### config.mk
export PLATFORM = sky130hd
export DESIGN_NAME = alu_multicycle
export DESIGN_NICKNAME = d
export VERILOG_FILES = /design/src/rtl/alu_multicycle.sv
export SDC_FILE = /design/constraint.sdc
export NUM_CORES = 1
export LEC_CHECK = 0
export BUFFER_PORTS_ARGS = -buffer_cell sky130_fd_sc_hd__clkbuf_2
export CAP_MARGIN = 20
export CORE_ASPECT_RATIO = 0.8
export CORE_MARGIN = 5
export CORE_UTILIZATION = 39
export DETAILED_ROUTE_END_ITERATION = 8
export GPL_ROUTABILITY_DRIVEN = 1
export PLACE_DENSITY = 0.65
export SLEW_MARGIN = 20
export SYNTH_ARGS = -nofsm -noshare
export SYNTH_HDL_FRONTEND = slang
export SYNTH_SLANG_ARGS = --single-unit
### constraint.sdc
create_clock -name CLK -period 3.8 [get_ports CLK]
set_input_delay 0.76 -clock CLK [delete_from_list [all_inputs] [get_ports CLK]]
set_output_delay 0.76 -clock CLK [all_outputs]
set_load 0.05 [all_outputs]
### src/rtl/alu_multicycle.sv
// Iterative 8-bit ALU stage feeding the register-file write port.
// Optional MUL datapath enabled by defining ALU_MUL_EN.
module alu_multicycle #(
    parameter int WIDTH = 8,
    parameter int CNTW  = 4
) (
    input  logic             CLK,
    input  logic             RESET,
    input  logic [WIDTH-1:0] DATA1,
    input  logic [WIDTH-1:0] DATA2,
    input  logic [2:0]       SELECT,
    input  logic             START,
    output logic [WIDTH-1:0] RESULT,
    output logic             ZERO,
    output logic             BUSY,
    output logic             DONE,
    output logic             WRITEENABLE
);

    localparam logic [2:0] OP_FWD = 3'b000;
    localparam logic [2:0] OP_ADD = 3'b001;
    localparam logic [2:0] OP_AND = 3'b010;
    localparam logic [2:0] OP_OR  = 3'b011;
    localparam logic [2:0] OP_MUL = 3'b100;
    localparam logic [2:0] OP_SLL = 3'b101;
    localparam logic [2:0] OP_SRA = 3'b110;
    localparam logic [2:0] OP_ROR = 3'b111;

    typedef enum logic [1:0] {
        S_IDLE,
        S_EXEC,
        S_FIN
    } state_t;

    state_t           state_q, state_d;
    logic [WIDTH-1:0] a_q, a_d;
    logic [WIDTH-1:0] b_q, b_d;
    logic [2:0]       op_q, op_d;
    logic [CNTW-1:0]  cnt_q, cnt_d;
    logic [WIDTH-1:0] res_q, res_d;
    logic             zero_q, zero_d;
    logic [CNTW-1:0]  load_cnt;
    logic [WIDTH-1:0] fin;
`ifdef ALU_MUL_EN
    logic [WIDTH-1:0] acc_q, acc_d;
`endif

    always_ff @(posedge CLK) begin
        if (!RESET) begin
            state_q <= S_IDLE;
            a_q     <= '0;
            b_q     <= '0;
            op_q    <= '0;
            cnt_q   <= '0;
            res_q   <= '0;
            zero_q  <= 1'b1;
`ifdef ALU_MUL_EN
            acc_q   <= '0;
`endif
        end else begin
            state_q <= state_d;
            a_q     <= a_d;
            b_q     <= b_d;
            op_q    <= op_d;
            cnt_q   <= cnt_d;
            res_q   <= res_d;
            zero_q  <= zero_d;
`ifdef ALU_MUL_EN
            acc_q   <= acc_d;
`endif
        end
    end

    // Iteration count: one step per multiplier bit or per shift position.
    always_comb begin
        load_cnt = '0;
        unique case (SELECT)
`ifdef ALU_MUL_EN
            OP_MUL: load_cnt = CNTW'(WIDTH);
`endif
            OP_SLL, OP_SRA, OP_ROR: load_cnt = CNTW'(DATA2[2:0]);
            default: load_cnt = '0;
        endcase
    end

    always_comb begin
        fin = '0;
        unique case (op_q)
            OP_FWD: fin = a_q;
            OP_ADD: fin = a_q + b_q;
            OP_AND: fin = a_q & b_q;
            OP_OR:  fin = a_q | b_q;
`ifdef ALU_MUL_EN
            OP_MUL: fin = acc_q;
`else
            OP_MUL: fin = '0;
`endif
            default: fin = a_q;
        endcase
    end

    always_comb begin
        state_d = state_q;
        a_d     = a_q;
        b_d     = b_q;
        op_d    = op_q;
        cnt_d   = cnt_q;
        res_d   = res_q;
        zero_d  = zero_q;
`ifdef ALU_MUL_EN
        acc_d   = acc_q;
`endif
        unique case (state_q)
            S_IDLE: begin
                if (START) begin
                    a_d     = DATA1;
                    b_d     = DATA2;
                    op_d    = SELECT;
                    cnt_d   = load_cnt;
`ifdef ALU_MUL_EN
                    acc_d   = '0;
`endif
                    state_d = S_EXEC;
                end
            end
            S_EXEC: begin
                if (cnt_q != '0) begin
                    cnt_d = cnt_q - 1'b1;
                    unique case (op_q)
`ifdef ALU_MUL_EN
                        OP_MUL: begin
                            if (b_q[0]) acc_d = acc_q + a_q;
                            a_d = {a_q[WIDTH-2:0], 1'b0};
                            b_d = {1'b0, b_q[WIDTH-1:1]};
                        end
`endif
                        OP_SLL: a_d = {a_q[WIDTH-2:0], 1'b0};
                        OP_SRA: a_d = {a_q[WIDTH-1], a_q[WIDTH-1:1]};
                        OP_ROR: a_d = {a_q[0], a_q[WIDTH-1:1]};
                        default: a_d = a_q;
                    endcase
                end else begin
                    res_d   = fin;
                    zero_d  = (fin == '0);
                    state_d = S_FIN;
                end
            end
            S_FIN:   state_d = S_IDLE;
            default: state_d = S_IDLE;
        endcase
    end

    assign RESULT      = res_q;
    assign ZERO        = zero_q;
    assign BUSY        = (state_q == S_EXEC);
    assign DONE        = (state_q == S_FIN);
    assign WRITEENABLE = (state_q == S_FIN);

endmodule

==> flow_summary.ini <==
[global_routing]
grt_usage_pct = 15.1
grt_pass1_wl_um = 9020
gr-total-overflow = 0
antenna_found_initial = 0
grt_pass1_vias = 1921
grt_start_max_net_pins = 30

[final_layout]
multi_input_area_sq_um = 1410
final_core_util_pct = 46.5
register_area_sq_um = 681
area_growth_pct = 13.5
fill_cells = 565
finalNonFillerCells = 396
layout-drive-gt1-share_pct = 17.9
n_antenna_cell = 0
final_nets = 357

[cts]
cts_buffer_depth = 2
cts.sinks = 34
numCtsBuffers = 5
htree_levels = 2
post_cts_buffers = 0
cts_hold_buf = 0
clk-insertion-delay-late_ps = 290
clk_pin_slew_ps = 80
cts_tree = done
root_buffer = clkbuf_8
post_cts_resized = 0

[timing]
max_slew_margin_pct = 36.3
final_hold_viol_count = 0
max_freq_mhz = 400
fin_skew_ps = 7.84
tightest_slew_ps = 954
rsz0062_at_grt = no
finalSetupViolations = 0
slew_violations = 0
fin_crit_ps = 2500
post-route-period-util_pct = 65.7
setup_tns_ps = 0

[logic_synthesis]
ys.flop_type = dfxtp_1
avgSynthCellArea_sq_um = 7.79
mappedNetlistArea_sq_um = 2270
synth_top_area_share_pct = 29.9
ys_seq_elements = 34
async_flop_share_pct = 0
synth_commonest_cells = nand2_1 (55), dfxtp_1 (34), a21oi_1 (29)
post-synth-top-count-cell = nand2_1
ys_seq_area_share_pct = 29.9
synth_edf_count = 0
yosysUniqueCellTypes = 50
synthCells = 292
synth_area_leaders = dfxtp_1 (30%), ha_1 (9.4%), nand2_1 (9.1%)
synth.net_count = 332
ys.warnings.count = 0
synth_top_area_cell = dfxtp_1

[floorplanning]
initial_core_util_pct = 40.9
die_x_um = 95.4
coreArea_sq_um = 5560
die_area_sq_um = 7470
rows = 24
die_y_um = 78.3
io_pins = 34

[worst_setup_path]
end_kind = output pin
path_cells = nand2b_1 > inv_2 > clkbuf_2
path_max_fanout = 17
crit_arrival_ps = 1740
worstSetupPathType = reg -> out
cp.required_ps = 3040
cp-start-kind = flop
critPathMaxStageDelay_ps = 390
slowest_stage = nand2b_1

[pwr]
p_leak_nw = 1.06
pwr-share-seq_pct = 36.7
ir_drop_v = 0.000191
p_total_w = 0.00123
power-per-cell-area_nw_per_um2 = 478
power.share.clock_pct = 33.2
p_sw_w = 0.000438
power_frac_comb_pct = 30.1
p_int_w = 0.000796
switching_share_pct = 35.5

[drt]
wl_per_cell_um = 13.9
viasPerCell = 5.23
drt_iter0_drc = 131
detail-route-antenna-nets = 0
drtPass1Iterations = 4
wl_um = 5520
via_count = 2071
drc = 0

[job]
maxCapViolCount = 0

[place]
dp.cells = 388
dp_hpwl_um = 4120
port_buffers = 33
globalplace.congestion = 0.858

[min_path]
hp-class = reg -> reg

[outcome]
outcome = completed
cells by family (layout without fill, tap and decap cells):
logic type               after synthesis  after routing  synth area share [%]
buffers and inverters                 37             63                  7.92
flip-flops                            34             34                  29.9
AO/OA/AOI/OAI                         90             90                  27.1
adder cells (fa/ha/maj)               19             19                  10.7
XOR/XNOR                               7              7                  2.70
AND/OR/NAND/NOR                      105            105                  21.7
layout make-up:
type                            instances  share of cell area, %
Multi-Input combinational cell        221                   54.8
Clock inverter                          3                   2.67
Tap cell                               78                   3.78
Clock buffer                            5                   2.67
Timing Repair Buffer                   34                   6.69
Inverter                               21                   3.05
Sequential cell                        34                   26.4
stage by stage:
stage               hold slack, ps  worst slack [ps]  area (sq um)
floorplan                      453              1600          2270
global placement               445              1640          2440
detailed placement             448              1570          2440
CTS                            459              1290          2580
global route                   498              1180          2580
finish                         456              1300          2580
flip-flops by register name, indices dropped and copies added, names as in the netlist:
signal,count
cnt_q,4
ZERO,1
state_q,2
RESULT,8
op_q,3
a_q,8
b_q,8
worst paths after layout:
kind / start / endpoint / slack [ps] / depth (start not counted)
worst max-delay path: state_q[1] / BUSY / 1300 / 3
worst min-delay path: RESULT[0] / RESULT[0] / 460 / 2
worst max register to register: a_q[0] / ZERO / 1560 / 8
worst min register to register: RESULT[0] / RESULT[0] / 460 / 2
power by group through the flow:
stage / sequential [W] / clock (W) / combinational [W]
after floorplan: 0.000476 / 0 / 0.000278
after global placement: 0.000460 / 0 / 0.000367
after detailed placement: 0.000462 / 0 / 0.000372
after CTS: 0.000453 / 0.000415 / 0.000373
after global routing: 0.000462 / 0.000433 / 0.000413
final: 0.000454 / 0.000410 / 0.000371
critical path: cells and delay by family, from the launching register on:
family	cells	cell delay [ps]
flops	1	340
simple gates	1	390
buf+inv	2	710
metal layers:
metal	routed length [um]	vias to the layer above	global-route usage, %
li1	-	1076	-
met1	2740	934	21.9
met3	342	4	3.25
met5	0	-	0
met4	36	0	3.69
met2	2400	57	22.6
cell usage in the layout (no fill, tap or decap), drive strengths merged, types with 3 or more instances in the layout:
| cell type | synthesis | routed |
|---|---|---|
| a21oi | 30 | 30 |
| xor2 | 3 | 3 |
| clkbuf | 5 | 38 |
| a21o | 4 | 4 |
| o21ai | 18 | 18 |
| nor2 | 25 | 25 |
| xnor2 | 4 | 4 |
| a222oi | 4 | 4 |
| a211oi | 7 | 7 |
| o21a | 4 | 4 |
| nand2 | 55 | 55 |
| dfxtp | 34 | 34 |
| and2 | 3 | 3 |
| inv | 21 | 21 |
| a221oi | 4 | 4 |
| nor3 | 5 | 5 |
| o211ai | 4 | 4 |
| ha | 17 | 17 |
| nand2b | 4 | 4 |
| a311oi | 8 | 8 |
No activity file was read; power rests on OpenSTA's default activity.
